--- src/rtl/or_irq_ctrl.sv ---
// ---------------------------------------------------------------------------
// or_irq_ctrl
//   Turns the registered reduction-OR flag of an upstream pipe_or stage into
//   an acknowledged interrupt. Rising edges of din (with en=1) are counted
//   and saturate at all-ones. The first edge arms irq and captures the
//   free-running timestamp. After ack, a programmable holdoff window runs.
//   Edges that arrive while irq is pending or in holdoff set the sticky
//   lost flag.
//
// State table
//   state      | meaning
//   -----------+-------------------------------------------------------
//   ST_IDLE    | armed; the next enabled rise raises irq and captures ts
//   ST_PENDING | irq asserted, waiting for ack
//   ST_HOLD    | re-arm holdoff, HOLDOFF cycles long
//
// Ports
//   clk      in   clock, rising edge
//   rst_n    in   asynchronous active-low reset
//   din      in   level flag from pipe_or
//   en       in   arm enable; gates counting and arming
//   ack      in   interrupt acknowledge; used only in ST_PENDING
//   clr_cnt  in   synchronous clear of evt_cnt and lost
//   irq      out  interrupt request (registered)
//   evt_cnt  out  saturating count of enabled din rises
//   ts       out  tcnt value captured when irq arms
//   lost     out  sticky: an enabled rise arrived while pending or in holdoff
// ---------------------------------------------------------------------------
module or_irq_ctrl #(
  parameter int CNT_WIDTH = 16,
  parameter int TS_WIDTH  = 32,
  parameter int HOLDOFF   = 4
) (
  input  logic                 clk,
  input  logic                 rst_n,
  input  logic                 din,
  input  logic                 en,
  input  logic                 ack,
  input  logic                 clr_cnt,
  output logic                 irq,
  output logic [CNT_WIDTH-1:0] evt_cnt,
  output logic [TS_WIDTH-1:0]  ts,
  output logic                 lost
);

  typedef enum logic [1:0] {
    ST_IDLE    = 2'd0,
    ST_PENDING = 2'd1,
    ST_HOLD    = 2'd2
  } state_t;

  localparam logic [7:0] HOLD_LOAD = 8'(HOLDOFF);

  state_t                state_q, state_d;
  logic [7:0]            hold_q, hold_d;
  logic                  din_q;
  logic [TS_WIDTH-1:0]   tcnt_q;
  logic [TS_WIDTH-1:0]   ts_q, ts_d;
  logic [CNT_WIDTH-1:0]  cnt_q, cnt_d;
  logic                  lost_q, lost_d;
  logic                  irq_q;
  logic                  rise_en;

  assign rise_en = din & ~din_q & en;

  always_comb begin
    state_d = state_q;
    hold_d  = hold_q;
    ts_d    = ts_q;
    unique case (state_q)
      ST_IDLE: begin
        if (rise_en) begin
          state_d = ST_PENDING;
          ts_d    = tcnt_q;
        end
      end
      ST_PENDING: begin
        // ack wins over a coincident rise; that rise is accounted as lost
        if (ack) begin
          if (HOLD_LOAD == 8'd0) begin
            state_d = ST_IDLE;
          end else begin
            state_d = ST_HOLD;
            hold_d  = HOLD_LOAD;
          end
        end
      end
      ST_HOLD: begin
        // leaving on the count of 1 yields exactly HOLDOFF cycles here
        if (hold_q <= 8'd1) begin
          state_d = ST_IDLE;
          hold_d  = 8'd0;
        end else begin
          hold_d  = hold_q - 8'd1;
        end
      end
      default: begin
        state_d = ST_IDLE;
        hold_d  = 8'd0;
      end
    endcase
  end

  always_comb begin
    cnt_d  = cnt_q;
    lost_d = lost_q;
    if (rise_en) begin
      if (cnt_q != '1) begin
        cnt_d = cnt_q + CNT_WIDTH'(1);
      end
      if (state_q != ST_IDLE) begin
        lost_d = 1'b1;
      end
    end
    if (clr_cnt) begin
      cnt_d  = '0;
      lost_d = 1'b0;
    end
  end

  always_ff @(posedge clk or negedge rst_n) begin
    if (!rst_n) begin
      state_q <= ST_IDLE;
      hold_q  <= 8'd0;
      din_q   <= 1'b0;
      tcnt_q  <= '0;
      ts_q    <= '0;
      cnt_q   <= '0;
      lost_q  <= 1'b0;
      irq_q   <= 1'b0;
    end else begin
      state_q <= state_d;
      hold_q  <= hold_d;
      din_q   <= din;
      tcnt_q  <= tcnt_q + TS_WIDTH'(1);
      ts_q    <= ts_d;
      cnt_q   <= cnt_d;
      lost_q  <= lost_d;
      irq_q   <= (state_d == ST_PENDING);
    end
  end

  assign irq     = irq_q;
  assign evt_cnt = cnt_q;
  assign ts      = ts_q;
  assign lost    = lost_q;

endmodule

--- config.mk ---
export PLATFORM = sky130hd
export DESIGN_NAME = or_irq_ctrl
export DESIGN_NICKNAME = d
export VERILOG_FILES = /design/src/rtl/or_irq_ctrl.sv
export SDC_FILE = /design/constraint.sdc
export NUM_CORES = 1
export LEC_CHECK = 0
export ABC_AREA = 1
export CAP_MARGIN = 20
export CORE_ASPECT_RATIO = 1.1
export CORE_UTILIZATION = 55
export DETAILED_ROUTE_END_ITERATION = 7
export PLACE_DENSITY = 0.88
export SETUP_SLACK_MARGIN = 0.2
export SLEW_MARGIN = 20
export SYNTH_ARGS = -nofsm -noshare
export SYNTH_HDL_FRONTEND = slang
export SYNTH_SLANG_ARGS = --single-unit
--- constraint.sdc ---
create_clock -name clk -period 1.8 [get_ports clk]
set_input_delay 0.36 -clock clk [delete_from_list [all_inputs] [get_ports clk]]
set_output_delay 0.36 -clock clk [all_outputs]
set_load 0.05 [all_outputs]
==> results of run 1 <==
-- layout make-up --
class	count	area (um^2)
Clock inverter	6	92.6
Timing Repair Buffer	75	646
Inverter	63	239
Tap cell	108	135
Clock buffer	10	138
Fill cell	630	2280
Sequential cell	93	2340
Multi-Input combinational cell	390	2130
-- logic make-up (layout without fill, tap and decap cells) --
family                   after synthesis  count (layout)  synth area share [%]
adder cells (fa/ha/maj)                8               8                  2.19
flip-flops                            93              93                  50.9
AND/OR/NAND/NOR                      289             291                  26.2
XOR/XNOR                              32              32                  6.13
AO/OA/AOI/OAI                         51              51                  6.40
multiplexers                           8               8                  1.97
buffers and inverters                 72             154                  6.26
-- through the flow --
step                TNS (ps)  util [%]
floorplan                  0         -
finish                     0      71.5
global placement           0      65.0
global route               0      71.5
CTS                        0      68.3
detailed placement      -388      65.0
-- cells in the mapped netlist --
master | n | area (um^2)
ha_1 | 8 | 100
o21ai_0 | 34 | 170
nand4_1 | 5 | 31.3
nand2_2 | 2 | 12.5
nand2_1 | 160 | 601
nand3_1 | 34 | 170
or2_2 | 4 | 25.0
inv_1 | 63 | 236
dfrtp_1 | 93 | 2330
buf_6 | 2 | 22.5
a21oi_1 | 5 | 25.0
nand3_2 | 1 | 10.0
o21ai_2 | 7 | 61.3
clkbuf_1 | 6 | 22.5
o21bai_1 | 4 | 30.0
nor2_2 | 2 | 12.5
mux2_2 | 8 | 90.1
nand2_4 | 1 | 11.3
xor2_1 | 30 | 263
nor3_1 | 20 | 100
buf_2 | 1 | 5.00
xnor2_1 | 2 | 17.5
nor2_1 | 60 | 225
o22ai_1 | 1 | 6.26
-- cells in the final DEF, fill, tap and decap left out, drive strengths merged --
master / count
buf: 69
nor3: 20
a21oi: 5
ha: 8
mux2: 8
inv: 65
or2: 4
xor2: 30
bufinv: 2
clkinvlp: 2
nor2: 62
o22ai: 1
o21ai: 41
xnor2: 2
nand2: 165
clkdlybuf4s50: 4
dfrtp: 93
o21bai: 4
clkbuf: 12
nand4: 5
nand3: 35
-- report_power, final --
group | switching [mW] | internal (mW)
Combinational | 0.901 | 0.491
Clock | 0.759 | 0.830
Sequential | 0.113 | 2.25
-- registers in the layout (all words and copies together), names as in the netlist --
signal / flops
tcnt_q: 32
lost: 1
evt_cnt: 16
ts: 32
irq: 1
din_q: 1
state_q: 2
hold_q: 8
-- metal layers --
layer  routed length, um  global-route usage [%]  vias to the layer above  part of all wire [%]
li1                    -                       -                     1903                     -
met1                4690                    32.6                     1952                    43
met2                5620                    42.7                      125                    51
met3                 469                    3.99                       28                   4.3
met4                 228                    9.04                        0                   2.1
met5                   0                       0                        -                     0
-- worst min-delay path by stage --
stage | slack [ps] | end | from
floorplan | 60 | din_q$_DFF_PN0_ | rst_n
global placement | 440 | evt_cnt[2]$_DFFE_PN0P_ | rst_n
detailed placement | 450 | evt_cnt[4]$_DFFE_PN0P_ | rst_n
CTS | 50 | evt_cnt[4]$_DFFE_PN0P_ | rst_n
global route | 50 | evt_cnt[4]$_DFFE_PN0P_ | rst_n
finish | -3 | evt_cnt[4]$_DFFE_PN0P_ | rst_n
-- repair_timing --
action / 4_1_cts / 5_1_grt
gates cloned: 1 / 3
pin swaps: 1 / 8
setup buffers: 0 / 10
endpoints found under the setup margin: 17 / 40
resized for setup: 4 / 27
==> metrics.md, run 1 <==
| Metric | Value |
|---|---|
| Status | complete, but fails checks |
| Failing checks | negative hold slack |
| DRC | 0 |
| Placed cell areas | 5200 um^2 |
| Mapped Area | 4580 um^2 |
| Global route overflow | 0 |
| Die width | 89.0 um |
| Worst setup path startpoint | state_q[0]$_DFF_PN0_ |
| First DRT Iteration DRCs | 239 |
| Die Span Y | 97.7 um |
| CP Max Fanout | 15 |
| Yosys reg bits | 93 |
| Unique masters post-synth | 24 |
| Post-synthesis cell count | 553 |
| R2R Path Start | state_q[0]$_DFF_PN0_ |
| Critical Path Sink | ts[4]$_DFFE_PN0P_ |
| Final Cycle Share | 88.6% |
| Max Cap Viol | 0 |
| Vias in the first global route | 3753 |
| Total power draw | 5.34 mW |
| VDD IR max | 0.813 mV |
| Total core area | 8000 um^2 |
| Post-CTS Hold Buffers | 0 |
| Diode count | 0 |
| DR vias/cell | 5.38 |
| Crit path largest cell delay | 390 ps |
| Sequential share of the synthesized area | 50.9% |
| Initial Utilization | 57.2% |
| Slew HR | 65.7% |
| Root buffer cell | clkbuf_8 |
| Startpoint types | register |
| Die area | 8690 um^2 |
| Initial antenna violation count | 0 |
| Max H-tree Level | 3 |
| Post-Route Skew | 14.3 ps |
| R2r worst-path depth | 5 |
| 1st-pass router iterations | 5 |
| Power density cells | 935 nW/um^2 |
| Final hold slack | -2.60 ps |
| CP max-delay cell | dfrtp_1 |
| Area Overhead vs Synth | 24.9% |
| Post-route insts no fill | 745 |
| Hold Vio Cnt, Final | 1 |
| Avg Cell Area, Syn | 8.27 um^2 |
| Peak Freq | 627 MHz |
| Critical Path RT | 2040 ps |
| ANT nets after route | 0 |
| Hold WC Path Type | in2async |
| CP Capture Type | register |
| Later-pin clock latency in the skew report | 360 ps |
| Total track usage | 25.3% |
| First-pass GRT wire length | 16900 um |
| TritonCTS Buffers | 9 |
| Lkg Pwr | 2.71 nW |
| Hpwl dp | 7210 um |
| Post-Syn Nets | 567 |
| Clk sinks | 93 |
| Layout cells sized above 1 | 22.8% |
| Largest net degree at the start of global routing | 94 |
| GP Congestion | 0.926 |
| WL/cell | 14.8 um |
| NumNets Final | 646 |
| Worst reg2reg endpoint | ts[4]$_DFFE_PN0P_ |
| Crit-path cells | inv_1, ha_1, nand2_2, buf_12, mux2_2 |
| Clock Tree Buf Depth | 2 |
| Final Max Tran Viols | 0 |
| Fin worst setup slack | 206 ps |
| I/O Buffers | 55 |
| Post-route cell area | 5720 um^2 |
| CP top delay family | flip-flops |
| Final Setup Violations | 0 |
| Arrival @ worst endpoint | 1830 ps |
| CTS tree | built |
| Ys Warns | 0 |
| Vias | 4008 |
| DP Worst Slack | -38.2 ps |
| Setup CP Type | reg2reg |
| Min Clock Period, post-route | 1590 ps |
| FP Rows | 34 |
| Post-Route WL | 11000 um |
| Crit path buf inv count | 2 |
| R2r setup slk | 210 ps |
| Io pins | 56 |
| Reg clk slew, reported paths | 100 ps |
| Unrepaired setup endpoints after global routing | yes |
| Placed Cells | 715 |
| Critical path depth in cells | 5 |
| Slew @ Worst Pin | 515 ps |
(Power assumes the default switching activity.)
==> inputs of run 2 (changes only) <==
--- a/config.mk
+++ b/config.mk
@@ -5,12 +5,11 @@
 export SDC_FILE = /design/constraint.sdc
 export NUM_CORES = 1
 export LEC_CHECK = 0
-export ABC_AREA = 1
 export CAP_MARGIN = 20
 export CORE_ASPECT_RATIO = 1.1
 export CORE_UTILIZATION = 55
 export DETAILED_ROUTE_END_ITERATION = 7
-export PLACE_DENSITY = 0.88
+export PLACE_DENSITY = 0.89
 export SETUP_SLACK_MARGIN = 0.2
 export SLEW_MARGIN = 20
 export SYNTH_ARGS = -nofsm -noshare
==> metrics.md, run 2 <==
| Metric | Value |
|---|---|
| Initial antenna violation count | 0 |
| Post-Route Skew | 12.5 ps |
| Lkg Pwr | 2.95 nW |
| Slew @ Worst Pin | 472 ps |
| DP Worst Slack | -241 ps |
| Yosys reg bits | 93 |
| Avg Cell Area, Syn | 11.3 um^2 |
| Async S/R FF share, synth | 100% |
| Crit-path cells | or3_4, o311ai_4, buf_12, nor2_2, mux2_4 |
| R2R Path Start | hold_q[4]$_DFFE_PN0P_ |
| Unrepaired setup endpoints after global routing | yes |
| Post-Route WL | 11500 um |
| Total power draw | 5.00 mW |
| Post-synth EDFFs | 0 |
| DR vias/cell | 5.88 |
| Fin worst setup slack | 30.6 ps |
| Clock Tree Buf Depth | 2 |
| Area Overhead vs Synth | 40.6% |
| CP top delay family | simple AND/OR/NAND/NOR gates |
| 1st-pass router iterations | 5 |
| Total track usage | 27.6% |
| TritonCTS Buffers | 9 |
| Global route overflow | 0 |
| Final Max Tran Viols | 0 |
| Final Cycle Share | 98.3% |
| Worst setup path startpoint | hold_q[4]$_DFFE_PN0P_ |
| Die Span Y | 94.3 um |
| Root buffer cell | clkbuf_8 |
| Synth top area share | 54.6% |
| Reg clk slew, reported paths | 100 ps |
| Ys Warns | 0 |
| Max H-tree Level | 3 |
| Commonest non-fill, non-tap cell in the layout | buf_4 |
| Sequential share of the synthesized area | 54.6% |
| Peak Freq | 565 MHz |
| Most frequent cells in the layout | 107 x buf_4, 75 x dfrtp_1, 29 x mux2_2, 28 x nand2_1, 22 x nor2_1 |
| CP Capture Type | register |
| Largest cells by area after synthesis | dfrtp_1 55%, mux2_2 9.0%, xor2_1 3.7% |
| Unique masters post-synth | 43 |
| Total core area | 7470 um^2 |
| Hold path start | din |
| Placed cell areas | 5220 um^2 |
| FP Rows | 33 |
| Die width | 86.0 um |
| Crit path largest cell delay | 440 ps |
| ANT nets after route | 0 |
| Crit path buf inv count | 1 |
| Arrival @ worst endpoint | 2030 ps |
| Later-pin clock latency in the skew report | 370 ps |
| Max Cap Viol | 0 |
| Hpwl dp | 6610 um |
| CP Max Fanout | 9 |
| GP Congestion | 0.857 |
| Commonest cells post-synth | 93 x dfrtp_1, 34 x mux2_2, 29 x nand2_1, 29 x nor2_1 |
| Post-Syn Nets | 392 |
| Status | completed |
| WL/cell | 18.7 um |
| CP max-delay cell | or3_4 |
| Post-synthesis cell count | 378 |
| Hold Vio Cnt, Final | 0 |
| Hold WC Path Type | in2reg |
| Clk sinks | 93 |
| NumNets Final | 519 |
| Area leader, netlist | dfrtp_1 |
| Slew HR | 68.5% |
| Mapped Area | 4260 um^2 |
| Final Setup Violations | 0 |
| Layout cells sized above 1 | 48.6% |
| Post-route cell area | 5990 um^2 |
| Io pins | 56 |
| Largest net degree at the start of global routing | 38 |
| DRC | 0 |
| Min Clock Period, post-route | 1770 ps |
| Setup CP Type | reg2reg |
| First-pass GRT wire length | 17100 um |
| VDD IR max | 0.835 mV |
| Diode count | 0 |
| CTS tree | built |
| Filler cells | 384 |
| Critical Path RT | 2060 ps |
| Die area | 8110 um^2 |
| Vias in the first global route | 3610 |
| Power density cells | 834 nW/um^2 |
| Vias | 3617 |
| Startpoint types | register |
| Cell with the most instances after synthesis | dfrtp_1 |
| First DRT Iteration DRCs | 139 |
| I/O Buffers | 55 |
| Initial Utilization | 57.1% |
| Post-synth top flop | dfrtp_1 |
## run 2: cell types whose count changed after synthesis, sizes merged, moves of 9 or more
cell	delta
mux2	+26
o21ai	-26
inv	-48
xnor2	+10
nor2b	+9
xor2	-12
nor2	-33
nand2	-134
nand3	-17
and4	+9
## run 2: worst paths after layout
path | to | slack, ps | depth (start not counted)
max | hold_q[0]$_DFFE_PN0P_ | 30 | 5
max reg2reg | hold_q[0]$_DFFE_PN0P_ | 30 | 5
min | din_q$_DFF_PN0_ | 170 | 1
min in group asynchronous | ts[31]$_DFFE_PN0P_ | 480 | 2
min reg2reg | tcnt_q[31]$_DFF_PN0_ | 490 | 1
max in group asynchronous | tcnt_q[24]$_DFF_PN0_ | 710 | 3
## run 2: repair_timing
| action | CTS | global route |
|---|---|---|
| pin swaps | 15 | 16 |
| gates resized for setup | 28 | 40 |
| gates cloned | 1 | 1 |
| hold buffers | 1 | 0 |
| setup endpoints to repair | 57 | 65 |
| setup buffers | 22 | 13 |
| hold endpoints to repair | 30 | 0 |
## run 2: cells by family (layout without fill, tap and decap cells)
logic type | count (synthesis) | in the layout | synth area share, %
buf+inv | 25 | 156 | 2.38
flops | 93 | 93 | 54.6
fa+ha+maj | 8 | 8 | 2.35
simple gates | 140 | 141 | 18.1
compound gates | 48 | 48 | 7.48
mux | 34 | 34 | 8.98
xor+xnor | 30 | 30 | 6.16
## run 2: power by group
part | switching (mW) | total (mW) | internal, mW
combinational | 0.824 | 1.36 | 0.541
sequential | 0.0830 | 2.29 | 2.21
clock | 0.817 | 1.35 | 0.531
## run 2: metal layers
| layer | GRT usage [%] | vias up | routed length [um] |
|---|---|---|---|
| li1 | - | 1599 | - |
| met1 | 32.5 | 1833 | 4420 |
| met2 | 48.7 | 156 | 6180 |
| met3 | 4.98 | 29 | 569 |
| met4 | 13.6 | 0 | 351 |
| met5 | 0 | - | 0 |
## run 2: per-stage QoR
step                cells  TNS (ps)  util, %  hold slack (ps)
finish                615         0     80.2              167
global route          615     -3.68     80.2              153
CTS                   601         0     76.7              475
detailed placement    561     -5450     69.8              343
global placement      561     -3870     69.8              340
floorplan             378     -6.49        -             64.4
## run 2: cell type report
| class | instances | area (um^2) | area share [%] |
|---|---|---|---|
| clock buffers | 10 | 128 | 2.13 |
| clock inverters | 6 | 53.8 | 0.898 |
| inverters | 15 | 58.8 | 0.981 |
| multi-input cells | 261 | 2220 | 37.1 |
| flip-flops and latches | 93 | 2350 | 39.2 |
| well taps | 105 | 131 | 2.19 |
| repair buffers | 125 | 1050 | 17.5 |
==> inputs of run 3 (changes only) <==
--- a/config.mk
+++ b/config.mk
@@ -5,11 +5,12 @@
 export SDC_FILE = /design/constraint.sdc
 export NUM_CORES = 1
 export LEC_CHECK = 0
+export ABC_CLOCK_PERIOD_IN_PS = 2120
 export CAP_MARGIN = 20
 export CORE_ASPECT_RATIO = 1.1
 export CORE_UTILIZATION = 55
 export DETAILED_ROUTE_END_ITERATION = 7
-export PLACE_DENSITY = 0.89
+export PLACE_DENSITY = 0.8
 export SETUP_SLACK_MARGIN = 0.2
 export SLEW_MARGIN = 20
 export SYNTH_ARGS = -nofsm -noshare
==> constraint.sdc (replaced) <==
create_clock -name clk -period 2.12 [get_ports clk]
set_input_delay 0.424 -clock clk [delete_from_list [all_inputs] [get_ports clk]]
set_output_delay 0.424 -clock clk [all_outputs]
set_load 0.05 [all_outputs]
==> metrics.md, run 3 (synthesis results as in run 2) <==
| Metric | Value |
|---|---|
| Io pins | 56 |
| Initial Utilization | 57.1% |
| Lkg Pwr | 2.64 nW |
| Clock Tree Buf Depth | 2 |
| Slew HR | 63.9% |
| Setup CP Type | reg2reg |
| Root buffer cell | clkbuf_8 |
| GP Congestion | 0.875 |
| 1st-pass router iterations | 4 |
| Most frequent cells in the layout | 88 x dfrtp_1, 49 x dlygate4sd2_1, 34 x mux2_2, 29 x nand2_1, 29 x nor2_1 |
| Commonest non-fill, non-tap cell in the layout | dfrtp_1 |
| DRC | 0 |
| CTS tree | built |
| Post-Route Skew | 7.33 ps |
| Placed cell areas | 5040 um^2 |
| Die Span Y | 94.3 um |
| Diode count | 0 |
| Hold Vio Cnt, Final | 0 |
| Die width | 86.0 um |
| Later-pin clock latency in the skew report | 360 ps |
| CP Capture Type | register |
| Status | completed |
| Peak Freq | 533 MHz |
| TritonCTS Buffers | 9 |
| First DRT Iteration DRCs | 190 |
| NumNets Final | 464 |
| Largest net degree at the start of global routing | 46 |
| Area Overhead vs Synth | 22.6% |
| Slew @ Worst Pin | 543 ps |
| Layout cells sized above 1 | 18.2% |
| Clk sinks | 93 |
| Final Max Tran Viols | 0 |
| Hpwl dp | 5790 um |
| Critical Path RT | 2410 ps |
| Arrival @ worst endpoint | 2170 ps |
| Min Clock Period, post-route | 1880 ps |
| CP Max Fanout | 6 |
| FP Rows | 33 |
| First-pass GRT wire length | 14100 um |
| Global route overflow | 0 |
| Post-route cell area | 5230 um^2 |
| Reg clk slew, reported paths | 90 ps |
| Hold WC Path Type | reg2reg |
| Vias | 3100 |
| Power density cells | 756 nW/um^2 |
| Initial antenna violation count | 0 |
| Die area | 8110 um^2 |
| TNS Setup | 0 ps |
| ANT nets after route | 0 |
| Final Cycle Share | 88.5% |
| Vias in the first global route | 2967 |
| Post-Route WL | 8580 um |
| Total core area | 7470 um^2 |
| DR vias/cell | 5.54 |
| Max Cap Viol | 0 |
| Startpoint types | register |
| VDD IR max | 0.560 mV |
| I/O Buffers | 55 |
| Unrepaired setup endpoints after global routing | yes |
| Max H-tree Level | 3 |
| WL/cell | 15.3 um |
| Total track usage | 22.4% |
| Final Setup Violations | 0 |
[run 3: where the power goes]
part           internal, mW  switching, mW
clock                 0.551          0.635
combinational         0.270          0.550
sequential             1.87         0.0705
[run 3: final cells by class]
class | count | area (um^2)
clock buffers | 9 | 124
multi-input cells | 261 | 1880
fillers | 551 | 2250
inverters | 15 | 56.3
well taps | 105 | 131
flip-flops and latches | 93 | 2330
clock inverters | 7 | 75.1
repair buffers | 70 | 629
[run 3: per-stage QoR]
stage	util (%)	power [mW]	instances	setup WS [ps]	hold slack [ps]
floorplan	-	2.55	378	219	128
global placement	67.4	2.81	542	76.7	376
detailed placement	67.4	2.84	542	43.9	381
CTS	69.7	3.99	560	202	487
global route	69.9	4.14	560	182	500
finish	69.9	3.95	560	243	480
[run 3: critical path: stages, from the launching register on]
cell      delay, ps
dfrtp_2         430
ha_1            230
and4_1          330
o211ai_1        170
buf_4           180
or3_1           330
a21oi_1         130
[run 3: worst paths after layout]
path | from | end | slack (ps) | cells after the start
min reg2reg | tcnt_q[31]$_DFF_PN0_ | tcnt_q[31]$_DFF_PN0_ | 480 | 1
min in group asynchronous | rst_n | hold_q[6]$_DFFE_PN0P_ | 540 | 2
max in group asynchronous | rst_n | tcnt_q[6]$_DFF_PN0_ | 960 | 3
max reg2reg | evt_cnt[0]$_DFFE_PN0P_ | evt_cnt[10]$_DFFE_PN0P_ | 240 | 6
min | tcnt_q[31]$_DFF_PN0_ | tcnt_q[31]$_DFF_PN0_ | 480 | 1
max | evt_cnt[0]$_DFFE_PN0P_ | evt_cnt[10]$_DFFE_PN0P_ | 240 | 6
[run 3: repair_timing]
action	CTS	global route
buffers inserted	0	0
hold endpoints to repair	28	0
endpoints found under the setup margin	52	10
resized for setup	51	5
cloned	1	0
hold buffers	1	0
[run 3: routing by layer]
metal  track usage, %  up-vias  share of wire [%]
li1                 -     1495                  -
met1             29.9     1523                 45
met2             36.6       71                 50
met3             3.50       11                3.3
met4             9.86        0                1.4
met5                0        -                  0
